### src/rtl/posit_pkg.sv
// Shared definitions for the posit operand decoder.
//   N, ES            : posit word width and exponent field width
//   SCALE_W, FRAC_W  : widths of the decoded scale and significand
//   CNT_W            : width of the regime run-length count
//   POSIT_ZERO/NAR   : the two special encodings
//   decoded_t        : one decoded operand as presented downstream
package posit_pkg;

  localparam int N       = 32;
  localparam int ES      = 2;
  localparam int SCALE_W = 9;
  localparam int FRAC_W  = 28;
  localparam int CNT_W   = 5;

  localparam logic [N-1:0] POSIT_ZERO = '0;
  localparam logic [N-1:0] POSIT_NAR  = {1'b1, {(N-1){1'b0}}};

  typedef struct packed {
    logic                       sign;
    logic signed [SCALE_W-1:0]  scale;
    logic        [FRAC_W-1:0]   frac;
    logic                       zero;
    logic                       inf;
  } decoded_t;

endpackage

### src/rtl/posit_decode_pipe_if.sv
// Operand stream into the decoder and decoded stream out of it.
//   in_posit/in_valid/in_ready : input handshake (posit word)
//   out_*/out_valid/out_ready  : decoded operand handshake
// slave  : the decoder side
// master : the producer/consumer side
interface posit_decode_pipe_if;
  import posit_pkg::*;

  logic [N-1:0]              in_posit;
  logic                      in_valid;
  logic                      in_ready;
  logic                      out_sign;
  logic signed [SCALE_W-1:0] out_scale;
  logic [FRAC_W-1:0]         out_frac;
  logic                      out_zero;
  logic                      out_inf;
  logic                      out_valid;
  logic                      out_ready;

  modport slave (
    input  in_posit, in_valid, out_ready,
    output in_ready, out_sign, out_scale, out_frac, out_zero, out_inf, out_valid
  );

  modport master (
    output in_posit, in_valid, out_ready,
    input  in_ready, out_sign, out_scale, out_frac, out_zero, out_inf, out_valid
  );

endinterface

### src/rtl/posit_run_count.sv
// Regime run-length counter.
//   i_bits    : magnitude below the sign bit, MSB first
//   o_count   : number of leading bits equal to i_bits[W-1] (W if all equal)
//   o_run_bit : the bit value forming the run
module posit_run_count #(
  parameter int W     = 31,
  parameter int CNT_W = 5
) (
  input  logic [W-1:0]     i_bits,
  output logic [CNT_W-1:0] o_count,
  output logic             o_run_bit
);

  logic [W-1:0] w_x;

  assign o_run_bit = i_bits[W-1];

  // Bits that differ from the run bit become 1, so the run length is the
  // leading-zero count of w_x. Scanning upward lets the highest hit win.
  always_comb begin
    w_x     = i_bits ^ {W{i_bits[W-1]}};
    o_count = CNT_W'(W);
    for (int i = 0; i < W; i++) begin
      if (w_x[i]) o_count = CNT_W'(W - 1 - i);
    end
  end

endmodule

### src/rtl/posit_decode_pipe.sv
// Two-stage posit operand decoder with valid/ready flow control.
//   clk, rst_n : clock, asynchronous active-low reset
//   bus        : slave side of posit_decode_pipe_if
// Stage 1 captures sign, magnitude and special-value flags.
// Stage 2 decodes regime, exponent and fraction into scale/significand.
// in_ready depends combinationally on out_ready only.
module posit_decode_pipe #(
  parameter int N  = posit_pkg::N,
  parameter int ES = posit_pkg::ES
) (
  input  logic             clk,
  input  logic             rst_n,
  posit_decode_pipe_if.slave bus
);
  import posit_pkg::*;

  localparam int STAGES = 2;
  // Bits kept after dropping the regime: ES exponent bits + fraction bits.
  localparam int REM_W  = ES + FRAC_W - 1;

  logic [STAGES:1]           r_vld_pipe;
  logic                      r_s1_sign;
  logic                      r_s1_zero;
  logic                      r_s1_inf;
  logic [N-2:0]              r_s1_mag;
  decoded_t                  r_out;

  logic                      w_s1_adv;
  logic                      w_s2_adv;
  logic [CNT_W-1:0]          w_m;
  logic                      w_run_bit;
  logic [REM_W-1:0]          w_fld;
  logic [ES-1:0]             w_e;
  logic signed [SCALE_W-1:0] w_m_s;
  logic signed [SCALE_W-1:0] w_k;
  logic signed [SCALE_W-1:0] w_scale;
  decoded_t                  w_dec;

  assign w_s2_adv = !r_vld_pipe[2] || bus.out_ready;
  assign w_s1_adv = !r_vld_pipe[1] || w_s2_adv;

  posit_run_count #(.W(N-1), .CNT_W(CNT_W)) u_run (
    .i_bits    (r_s1_mag),
    .o_count   (w_m),
    .o_run_bit (w_run_bit)
  );

  // Shift out the regime and its terminating bit; a run reaching bit 0
  // shifts everything out, giving e = 0 and fraction = 0.
  assign w_fld   = REM_W'((r_s1_mag << ({1'b0, w_m} + 6'd1)) >> (N - 1 - REM_W));
  assign w_e     = w_fld[REM_W-1 -: ES];
  assign w_m_s   = signed'(SCALE_W'(w_m));
  assign w_k     = w_run_bit ? (w_m_s - SCALE_W'(1)) : (-w_m_s);
  assign w_scale = (w_k <<< ES) + signed'(SCALE_W'(w_e));

  always_comb begin
    w_dec      = '0;
    w_dec.zero = r_s1_zero;
    w_dec.inf  = r_s1_inf;
    if (!(r_s1_zero || r_s1_inf)) begin
      w_dec.sign  = r_s1_sign;
      w_dec.scale = w_scale;
      w_dec.frac  = {1'b1, w_fld[FRAC_W-2:0]};
    end
  end

  always_ff @(posedge clk or negedge rst_n) begin
    if (!rst_n) begin
      r_vld_pipe <= '0;
      r_s1_sign  <= 1'b0;
      r_s1_zero  <= 1'b0;
      r_s1_inf   <= 1'b0;
      r_s1_mag   <= '0;
      r_out      <= '0;
    end else begin
      if (w_s1_adv) begin
        r_vld_pipe[1] <= bus.in_valid;
        if (bus.in_valid) begin
          r_s1_sign <= bus.in_posit[N-1];
          r_s1_zero <= (bus.in_posit == POSIT_ZERO);
          r_s1_inf  <= (bus.in_posit == POSIT_NAR);
          // Low bits of the two's-complement negation; the top bit is
          // always 0 for every non-NaR operand.
          r_s1_mag  <= bus.in_posit[N-1] ? (~bus.in_posit[N-2:0] + 1'b1)
                                         : bus.in_posit[N-2:0];
        end
      end
      if (w_s2_adv) begin
        r_vld_pipe[2] <= r_vld_pipe[1];
        if (r_vld_pipe[1]) r_out <= w_dec;
      end
    end
  end

  assign bus.in_ready  = w_s1_adv;
  assign bus.out_valid = r_vld_pipe[2];
  assign bus.out_sign  = r_out.sign;
  assign bus.out_scale = r_out.scale;
  assign bus.out_frac  = r_out.frac;
  assign bus.out_zero  = r_out.zero;
  assign bus.out_inf   = r_out.inf;

endmodule
### src/flat_wrapper.sv
// flat-port wrapper written by rule: the top's interface ports become plain ports
module posit_decode_pipe_flat import posit_pkg::*;
#(
  parameter int N  = posit_pkg::N,
  parameter int ES = posit_pkg::ES
)
  (clk, rst_n, bus_in_posit, bus_in_valid, bus_out_ready, bus_in_ready, bus_out_sign, bus_out_scale, bus_out_frac, bus_out_zero, bus_out_inf, bus_out_valid);
  posit_decode_pipe_if bus_i ();
  input  logic clk;
  input  logic rst_n;
  input wire logic [$bits(bus_i.in_posit)-1:0] bus_in_posit;
  input wire logic [$bits(bus_i.in_valid)-1:0] bus_in_valid;
  input wire logic [$bits(bus_i.out_ready)-1:0] bus_out_ready;
  output wire logic [$bits(bus_i.in_ready)-1:0] bus_in_ready;
  output wire logic [$bits(bus_i.out_sign)-1:0] bus_out_sign;
  output wire logic [$bits(bus_i.out_scale)-1:0] bus_out_scale;
  output wire logic [$bits(bus_i.out_frac)-1:0] bus_out_frac;
  output wire logic [$bits(bus_i.out_zero)-1:0] bus_out_zero;
  output wire logic [$bits(bus_i.out_inf)-1:0] bus_out_inf;
  output wire logic [$bits(bus_i.out_valid)-1:0] bus_out_valid;
  assign bus_i.in_posit = bus_in_posit;
  assign bus_i.in_valid = bus_in_valid;
  assign bus_i.out_ready = bus_out_ready;
  assign bus_in_ready = bus_i.in_ready;
  assign bus_out_sign = bus_i.out_sign;
  assign bus_out_scale = bus_i.out_scale;
  assign bus_out_frac = bus_i.out_frac;
  assign bus_out_zero = bus_i.out_zero;
  assign bus_out_inf = bus_i.out_inf;
  assign bus_out_valid = bus_i.out_valid;
  posit_decode_pipe #(.N(N), .ES(ES)) u_core (.clk(clk), .rst_n(rst_n), .bus(bus_i));
endmodule
### config.mk
export PLATFORM = sky130hd
export DESIGN_NAME = posit_decode_pipe_flat
export DESIGN_NICKNAME = d
export VERILOG_FILES = /design/src/rtl/posit_pkg.sv /design/src/rtl/posit_decode_pipe_if.sv /design/src/rtl/posit_run_count.sv /design/src/rtl/posit_decode_pipe.sv /design/src/flat_wrapper.sv
export SDC_FILE = /design/constraint.sdc
export NUM_CORES = 1
export LEC_CHECK = 0
export BUFFER_PORTS_ARGS = -buffer_cell sky130_fd_sc_hd__buf_2
export CELL_PAD_IN_SITES_DETAIL_PLACEMENT = 1
export CELL_PAD_IN_SITES_GLOBAL_PLACEMENT = 1
export CORE_MARGIN = 5
export CORE_UTILIZATION = 48
export CTS_CLUSTER_DIAMETER = 50
export CTS_CLUSTER_SIZE = 20
export DETAILED_ROUTE_END_ITERATION = 12
export PLACE_DENSITY = 0.93
export SYNTH_ARGS = -nofsm -noshare
export SYNTH_HDL_FRONTEND = slang
export SYNTH_SLANG_ARGS = --single-unit
### constraint.sdc
create_clock -name clk -period 9.8 [get_ports clk]
set_input_delay 1.47 -clock clk [delete_from_list [all_inputs] [get_ports clk]]
set_output_delay 1.47 -clock clk [all_outputs]
set_load 0.01 [all_outputs]
# Word level (Yosys, flattened, before mapping)
# Cells that the tools add are included.
[classes] reduce_logical=8 addsub=5 eq_ne=1 n_shift=1 n_bitwise=2 muxes=34
[op_table] op="$mux 5" n=30
[op_table] op="$mux 38" n=1
[op_table] op="$eq 32x32->1 const B" n=1
[op_table] op="$logic_not 32->1" n=1
[op_table] op="$add 31x1->31 const B" n=1
[op_table] op="$mux 31" n=1
[op_table] op="$not 31->31" n=1
[op_table] op="$shl 31x6->31" n=1
[op_table] op="$xor 31x31->31" n=1
[op_table] op="$add 9x3->9" n=1
[op_table] op="$mux 7" n=1
[op_table] op="$neg 5->7" n=1
[op_table] op="$add 5x1->6 const B" n=1
[op_table] op="$sub 5x1->6 const B" n=1
[op_table] op="$reduce_and 2->1" n=2
[op_table] op="$logic_or 1x1->1" n=3
[op_table] op="$logic_not 1->1" n=2
[op_table] op="$mux 1" n=1
[totals] input_bits=36 regBits=76 output_inout_bits=42

# Longest topological paths before layout
# Gate-level depths: netlist (run 1).
[logic_depth] ltp_word=36 ltp_mapped=23 depth_no_buf=16

# By module
# Synthesis (run 1) repeated with hierarchy kept, for this count alone.
[unflattened] cells_unflattened=666 area_unflattened_um2=5945.7
[modules_own_cells] mod="posit_decode_pipe" seq_area_each_um2=1901.8 cells_each=528 instances=1 area_per_inst_um2=5163.7
[modules_own_cells] mod="posit_run_count" seq_area_each_um2=0.0 cells_each=138 instances=1 area_per_inst_um2=782.0

# Worst setup path before layout (run 1)
# Ideal clock, no wire load.
[synth_path] kind="register to register" startpoint="register u_core.r_s1_mag[30]" endpoint="register u_core.r_out (netlist bit u_core.bus.out_frac[23])" setup_slack_ns=5.539 path_stages_with_launch=22 t_required_ns=9.731 setup_time_ns=0.069 period_less_slack_ns=4.261 t_arrival_ns=4.192 n_path_buf=5 path_cell_list="dfrtp_1 > buf_6 > or2_1 > o31ai_1 > o311ai_1 > a211o_4 > and2_4 > inv_4 > buf_6 > buf_2 > ha_1 > o21ai_0 > or3b_2 > o221ai_1 > and2_1 > o31a_1 > buf_2 > and2_0 > clkbuf_1 > a32oi_1 > o22a_1 > nand3_1"
[synth_between] elab_chain_len=35
[synth_lines] element="start: declaration" line="posit_decode_pipe.sv:25" rtl="logic [N-2:0] r_s1_mag;"
[synth_lines] element="start signal: assignment" line="posit_decode_pipe.sv:84" rtl="r_s1_mag <= bus.in_posit[N-1] ? (~bus.in_posit[N-2:0] + 1'b1)"
[synth_lines] element="$xor 31x31->31" line="posit_run_count.sv:21" rtl="w_x = i_bits ^ {W{i_bits[W-1]}};"
[synth_lines] element="$mux 1" line="posit_run_count.sv:24" rtl="if (w_x[i]) o_count = CNT_W'(W - 1 - i);"
[synth_lines] element="$mux 5 (30 in series)" line="posit_run_count.sv:24"
[synth_lines] element="$add 5x1->6" line="posit_decode_pipe.sv:50" rtl="assign w_fld = REM_W'((r_s1_mag << ({1'b0, w_m} + 6'd1)) >> (N - 1 - REM_W));"
[synth_lines] element="$shl 31x6->31 *" line="posit_decode_pipe.sv:50"
[synth_lines] element="$mux 38 *" line="posit_decode_pipe.sv:60" rtl="if (!(r_s1_zero || r_s1_inf)) begin"
[synth_lines] element="end signal: assignment" line="posit_decode_pipe.sv:90" rtl="if (r_vld_pipe[1]) r_out <= w_dec;"
[synth_lines] element="end: declaration" line="posit_decode_pipe.sv:26" rtl="decoded_t r_out;"
# Every way passes the cells marked *; elsewhere a longest branch is shown, timed or not.
# A chain may end at the register's enable or synchronous reset.

# Worst setup path in the final report (run 1)
# Ends and elaborated chain as after synthesis.

==> metrics.csv, run 1 <==
metric,value,unit
vias,5919,
sequential fraction of the synthesis area,31.24,%
RSZ-0062 raised after global routing,false,
Final Critical Period,5.974,ns
Antenna Nets Post-Route,0,
clk_skew,0.003899,ns
#FFs+latches synth,76,
CTS Hold Bufs,0,
setup violators final,0,
crit path launch type,flip-flop,
n_diodes,0,
Worst-Margin Slew,1.362,ns
Clock Latency Late Sink,0.35,ns
Final Max Slew Viols,0,
vias in the first global route,5994,
final period utilization,60.96,%
Crit Path Max Fanout,54,
Critical Path End Type,flip-flop,
Clock Root Buffer,clkbuf_16,
clk sinks,76,
post-route setup slack,3.826,ns
CTS Buffer Depth,2,
initial antenna violation count,0,
H-Tree Depth,3,
Critical Path AT,6.25,ns
DR iter-0 viols,516,
Mapped Nets,757,
post-layout util,53.98,%
setup slack after placement,4.020,ns
first-pass GRT wire length,31890,um
Top Ports,78,
most used flip-flop cell after synthesis,dfrtp_1,
Hold Path Class,reg -> reg,
Placer Congestion,0.9420,
synth warn,0,
core box area,12520,um2
Fin Hold WS,0.4770,ns
"Clk pin slew, worst setup/hold paths",0.06,ns
share of cells above drive strength 1,18.40,%
Cells after Synth,718,
routed vias/inst,6.420,
drt pass-1 iters,5,
setup bufs post-CTS,0,
Power Total,1812,uW
Port Buffer Count,77,
async set or reset register ratio after synthesis,100.0,%
row cnt,41,
required time of the critical path,10.08,ns
die area,15040,um2
Max Fclk,167.4,MHz
max cap viols,0,
Initial Utilization,48.64,%
largest net degree at the start of global routing,77,
Crit Path Category,reg -> reg,
gr ovfl total,0,
clock buffer count from CTS,9,
Die X,122.6,um
cts repair resizes,0,
Slew HR,8.500,%
# nets final,784,
pwr dens,268.1,nW/um2
detailed-route DRC error count,0,
Synth Area per Inst,8.480,um2
status,"finished, final reports clean",
Max VDD drop,0.0001063,V
Wirelength per Cell,21.46,um
number of flops mapped to enable cells by yosys,0,
DP HPWL,14740,um
DIE HEIGHT,122.6,um
Mapped Area,6088,um2
Area Overhead vs Synth,10.97,%
final WL,19780,um
final hold viol count,0,
post-synth cell types,73,
leak pwr,0.002896,uW
GRT Util Overall,26.93,%
CTS tree,built,
total negative slack,0,ns
==> routing by layer <==
| metal | global-route usage, % | up-vias | share of wire, % |
|---|---|---|---|
| met4 | 12.18 | 0 | 4.1 |
| met3 | 4.378 | 66 | 6.0 |
| met5 | 0 | - | 0 |
| li1 | - | 2695 | - |
| met2 | 45.41 | 230 | 49 |
| met1 | 33.93 | 2928 | 41 |
==> report_power, final <==
part           total (uW)  internal, uW  switching (uW)  leakage, uW
clock                 362           230             133     0.000153
combinational         945           383             562      0.00180
sequential            504           400             104     0.000947
total                1810          1010             799      0.00290
==> flip-flops by register name, indices dropped and copies added, names as in the netlist <==
| signal | count |
|---|---|
| u_core.bus.out_frac | 28 |
| u_core.bus.out_inf | 1 |
| u_core.bus.out_scale | 9 |
| u_core.bus.out_sign | 1 |
| u_core.bus.out_zero | 1 |
| u_core.r_s1_inf | 1 |
| u_core.r_s1_mag | 31 |
| u_core.r_s1_sign | 1 |
| u_core.r_s1_zero | 1 |
| u_core.r_vld_pipe | 2 |
==> per-stage QoR <==
stage	instance area [um2]	instances
after detailed placement	6437	906
final	6756	922
after global placement	6437	906
after CTS	6756	922
after floorplan	6088	718
after global routing	6756	922
==> worst max-delay path, stage by stage (launching register included) <==
cell      delay, ns
dfrtp_1        0.36
buf_4          0.28
or2_1          0.31
o31ai_1        0.21
o311ai_1       0.17
a211o_4        0.37
and2_4         0.20
inv_4          0.30
ha_1           0.35
o21ai_0        0.18
or3b_2         0.46
o221ai_1       0.84
and2_1         0.25
o31a_1         0.63
and2_0         0.44
a32oi_1        0.13
o22a_1         0.28
nand3_1        0.10
==> cells in the mapped netlist (9+ instances only) <==
cell / number / area share (%)
a21oi_1: 28 / 2.3
a32oi_1: 11 / 1.6
buf_2: 17 / 1.4
clkbuf_1: 37 / 2.3
dfrtp_1: 76 / 31
inv_1: 14 / 0.86
mux2i_1: 39 / 6.4
mux4_2: 16 / 5.9
nand2_1: 112 / 6.9
nand2b_1: 12 / 1.2
nand3_1: 20 / 1.6
nand4_1: 9 / 0.92
nor2_1: 24 / 1.5
nor3_1: 14 / 1.2
o21ai_0: 71 / 5.8
o31ai_1: 14 / 1.7
xor2_1: 31 / 4.5
==> layout make-up <==
type / instances / area (um2)
fillers: 1548 / 5761
multi-input cells: 559 / 3821
flip-flops and latches: 76 / 1902
repair buffers: 84 / 440.4
clock buffers: 12 / 246.5
well taps: 172 / 215.2
clock inverters: 4 / 72.57
inverters: 15 / 58.81
==> cells by family (layout without fill, tap and decap cells) <==
| logic type | after synthesis | in the layout | synth area share [%] |
|---|---|---|---|
| compound gates | 209 | 209 | 23.16 |
| buf+inv | 83 | 115 | 6.124 |
| simple gates | 245 | 245 | 19.32 |
| mux | 64 | 64 | 14.06 |
| fa+ha+maj | 4 | 4 | 0.7810 |
| flops | 76 | 76 | 31.24 |
| xor+xnor | 37 | 37 | 5.323 |
==> final timing paths <==
path	from	endpoint	slack [ns]	cells after the start
setup reg to reg	u_core.r_s1_mag[30]	u_core.bus.out_frac[23]	3.83	17
setup / recovery	u_core.r_s1_mag[30]	u_core.bus.out_frac[23]	3.83	17
min in group asynchronous	rst_n	u_core.bus.out_scale[6]	1.27	1
hold / removal	u_core.bus.out_frac[3]	u_core.bus.out_frac[3]	0.48	2
max in group asynchronous	rst_n	u_core.r_s1_mag[0]	7.91	1
hold reg to reg	u_core.bus.out_frac[3]	u_core.bus.out_frac[3]	0.48	2
==> cell usage in the layout (no fill, tap or decap), drive strengths merged, types with 11 or more instances in the layout <==
| cell type | instances |
|---|---|
| clkbuf | 12 |
| a21oi | 28 |
| nand2 | 112 |
| xor2 | 31 |
| mux4 | 16 |
| o31ai | 14 |
| buf | 84 |
| o21ai | 73 |
| inv | 15 |
| dfrtp | 76 |
| nand2b | 12 |
| nor2 | 24 |
| mux2i | 39 |
| nand3 | 20 |
| a32oi | 11 |
| nor3 | 14 |
(Power assumes the default switching activity.)
==> run 2, diff against run 1 <==
ABC_AREA = 1   (was default)
CORE_UTILIZATION = 42   (was 48)
PLACE_DENSITY = 0.88   (was 0.93)
clock period = 5.75 ns   (was 9.8 ns; I/O delays follow)
==> run 2 against run 1 <==
Largest cell class unchanged; synthesized cell count rose by 22%; register-to-register slack got worse by 3.2 ns; critical path depth rose by 25; routed wire length fell by 7.2%; combinational power rose by 130%; sequential cell count did not move; global-route usage fell by 3.6 points; highest routed layer unchanged; sequential power rose by 65%; critical endpoint is now u_core.bus.out_frac[26]; fmax rose by 17%; area after synthesis fell by 4.5%; core utilization fell by 6.5 points; hold slack got worse by 0.0061 ns.
==> metrics.csv, run 2 <==
metric,value,unit,change
Cells after Synth,875,,was 718
first-pass GRT wire length,30770,um,"was 31,890 um"
XOR/XNOR share of the synthesized area,8.884,%,was 5.323%
most used flip-flop cell after synthesis,dfrtp_1,,unchanged
most frequent cells in the layout,"286 x nand2_1, 207 x nand3_1, 76 x buf_2, 76 x dfrtp_1, 47 x inv_1",,"was 112 x nand2_1, 76 x buf_2, 76 x dfrtp_1"
Setup crit start,u_core.r_s1_mag[30],,unchanged
CTS Buffer Depth,2,,unchanged
pwr dens,540.1,nW/um2,was 268.1 nW/um2
Detail Route met3 WL,877,um,was 1182 um
Final Critical Period,5.113,ns,was 5.974 ns
CTS tree,built,,unchanged
clock share of power,15.8,%,was 20.0%
Top Ports,78,,unchanged
HP Start,u_core.bus.out_frac[14],,was u_core.bus.out_frac[3]
detailed-route DRC error count,0,,unchanged
CP dominant cell by count,nand2_1,,
footprint of the multi-input gates,3477,um2,was 3821 um2
largest reg by FF count,u_core.r_s1_mag,,unchanged
delay of the slowest critical-path stage,0.65,ns,was 0.84 ns
required time of the critical path,5.97,ns,was 10.08 ns
Seq pwr share,23.7,%,was 27.8%
vias,6121,,"was 5,919"
DIE HEIGHT,127.7,um,was 122.6 um
setup violators final,0,,unchanged
clk_skew,0.008361,ns,was 0.003899 ns
share of cells above drive strength 1,12.46,%,was 18.40%
clk sinks,76,,unchanged
gr ovfl total,0,,unchanged
synth warn,0,,unchanged
Critical-path top delay cell,inv_1,,was o221ai_1
final WL,18350,um,"was 19,780 um"
placed cell areas,6240,um2,was 6437 um2
post-route setup slack,0.6367,ns,was 3.826 ns
async set or reset register ratio after synthesis,100.0,%,unchanged
Compound-Gate Fraction of Synth Area,7.227,%,was 23.16%
Max Fclk,195.6,MHz,was 167.4 MHz
number of flops mapped to enable cells by yosys,0,,unchanged
status,"finished, final reports clean",,unchanged
main combinational cell family by area after synthesis,simple AND/OR/NAND/NOR gates,,was compound AO/OA/AOI/OAI gates
cts repair resizes,0,,unchanged
initial antenna violation count,0,,unchanged
Synth Area per Inst,6.648,um2,was 8.480 um2
"setup slack, reg-to-reg",0.64,ns,was 3.83 ns
row cnt,43,,was 41
total area of sequential cells,1902,um2,unchanged
leak pwr,0.003261,uW,was 0.002896 uW
Critical Path AT,5.34,ns,was 6.25 ns
crit path launch type,flip-flop,,unchanged
max reg flops,31,,unchanged
vias in the first global route,6388,,"was 5,994"
# nets final,965,,was 784
WL met1,7835,um,was 8124 um
routed vias/inst,5.509,,was 6.420
GRT Util Overall,23.33,%,was 26.93%
Port Buffer Count,77,,unchanged
n_diodes,0,,unchanged
Initial Utilization,42.40,%,was 48.64%
setup slack after placement,0.6960,ns,was 4.020 ns
P_sw,1798,uW,was 799.1 uW
Mapped Area,5817,um2,was 6088 um2
setup bufs post-CTS,0,,unchanged
Synth area leader,dfrtp_1,,unchanged
max cap viols,0,,unchanged
RSZ-0062 raised after global routing,false,,unchanged
Wirelength per Cell,16.52,um,was 21.46 um
#FFs+latches synth,76,,unchanged
Clock Root Buffer,clkbuf_16,,unchanged
Area Overhead vs Synth,12.07,%,was 10.97%
Max VDD drop,0.0002285,V,was 0.0001063 V
Placer Congestion,0.8736,,was 0.9420
Critical Path End Type,flip-flop,,unchanged
total negative slack,0,ns,unchanged
H-Tree Depth,3,,unchanged
"Clk pin slew, worst setup/hold paths",0.06,ns,about the same
Mapped Nets,914,,was 757
post-synthesis mux area share,0.1721,%,was 14.06%
sequential fraction of the synthesis area,32.70,%,was 31.24%
"count leader, synth",nand2_1,,unchanged
top post-synthesis cells by area,"dfrtp_1 33%, nand2_1 18%, nand3_1 18%",,"was dfrtp_1 31%, nand2_1 6.9%, mux2i_1 6.4%"
final period utilization,88.93,%,was 60.96%
die area,16300,um2,"was 15,040 um2"
Slew HR,30.55,%,was 8.500%
Sw Share,51.07,%,was 44.10%
post-synth top area share,32.70,%,was 31.24%
DR iter-0 viols,307,,was 516
Hold Path Class,reg -> reg,,unchanged
Final Max Slew Viols,0,,unchanged
DR top layer,met4,,unchanged
drt pass-1 iters,5,,unchanged
Worst-Margin Slew,1.041,ns,was 1.362 ns
Fin Hold WS,0.4709,ns,was 0.4770 ns
Crit Path Max Fanout,38,,was 54
Antenna Nets Post-Route,0,,unchanged
core box area,13720,um2,"was 12,520 um2"
post-synth cell types,44,,was 73
"most common cell after layout, fill and taps aside",nand2_1,,unchanged
CTS Hold Bufs,0,,unchanged
Crit Path Category,reg -> reg,,unchanged
fill count,1882,,"was 1,548"
"Design Area, Final",6519,um2,was 6756 um2
met2 wire length,9167,um,was 9673 um
FF-to-FF Start,u_core.r_s1_mag[30],,unchanged
Comb power frac,60.5,%,was 52.2%
final hold viol count,0,,unchanged
largest net degree at the start of global routing,77,,unchanged
DP HPWL,13900,um,"was 14,740 um"
Pint,1723,uW,was 1013 uW
post-synthesis simple-gate area fraction,42.85,%,was 19.32%
Die X,127.7,um,was 122.6 um
clock buffer count from CTS,9,,unchanged
Post-Synth Adder-Cell Area,0.6453,%,was 0.7809%
Clock Latency Late Sink,0.35,ns,about the same
most frequent cells after synthesis,"286 x nand2_1, 207 x nand3_1, 76 x dfrtp_1, 47 x inv_1, 45 x nor2_1",,"was 112 x nand2_1, 76 x dfrtp_1, 71 x o21ai_0, 39 x mux2i_1, 37 x clkbuf_1"
==> run 2: cell count changes in the layout (fill, tap and decap cells not counted), sizes merged, moves of 17 or more <==
| cell | previous run | this run |
|---|---|---|
| inv | 15 | 52 |
| xnor2 | 6 | 38 |
| mux2i | 39 | 1 |
| nand3 | 20 | 208 |
| nand2 | 112 | 292 |
| a21oi | 28 | 11 |
| nor2 | 24 | 49 |
| o21ai | 73 | 53 |
==> run 2: metal layers <==
layer,vias to the layer above,track usage (%)
met2,142,41.19
met3,40,5.333
met5,-,0
met1,2963,28.16
met4,0,7.491
li1,2976,-
==> run 2: critical path: cells and delay by family, from the launching register on <==
family,cells,cell delay (ns)
compound gates,1,0.19
fa+ha+maj,1,0.32
flops,1,0.49
buf+inv,4,1.07
simple gates,36,2.88
==> run 2: area by class of cell <==
type | instances | share of cell area, %
clock buffers | 14 | 3.743
clock inverters | 2 | 0.5374
inverters | 52 | 2.994
multi-input cells | 703 | 53.34
flip-flops and latches | 76 | 29.17
well taps | 180 | 3.455
repair buffers | 84 | 6.756
==> run 2: path summary, 6_finish.rpt <==
path                                           end  cells past startpoint
max in group asynchronous      u_core.r_s1_mag[20]                      1
setup reg to reg           u_core.bus.out_frac[26]                     42
min in group asynchronous       u_core.r_s1_mag[2]                      1
setup / recovery           u_core.bus.out_frac[26]                     42
hold reg to reg            u_core.bus.out_frac[14]                      2
hold / removal             u_core.bus.out_frac[14]                      2
==> run 2: power groups by stage <==
| stage | registers (uW) | logic, uW | clock network [uW] |
|---|---|---|---|
| floorplan | 869 | 1490 | 0 |
| global placement | 833 | 2050 | 0 |
| detailed placement | 842 | 2100 | 0 |
| CTS | 835 | 2120 | 566 |
| global route | 852 | 2390 | 592 |
| finish | 834 | 2130 | 555 |
==> run 2: through the flow <==
step / utilization (%) / std cells / total power, uW
finish: 47.51 / 1111 / 3521
global route: 47.51 / 1111 / 3836
CTS: 47.51 / 1111 / 3525
detailed placement: 45.48 / 1095 / 2944
global placement: 45.48 / 1095 / 2884
floorplan: - / 875 / 2358
==> run 2: kinds of logic after synthesis <==
logic type / after synthesis
xor gates and xnor gates: 56
adders and majority gates: 3
AOI/OAI and AO/OA: 76
and+or+nand+nor: 567
DFF: 76
buffers and inverters: 96
muxes: 1
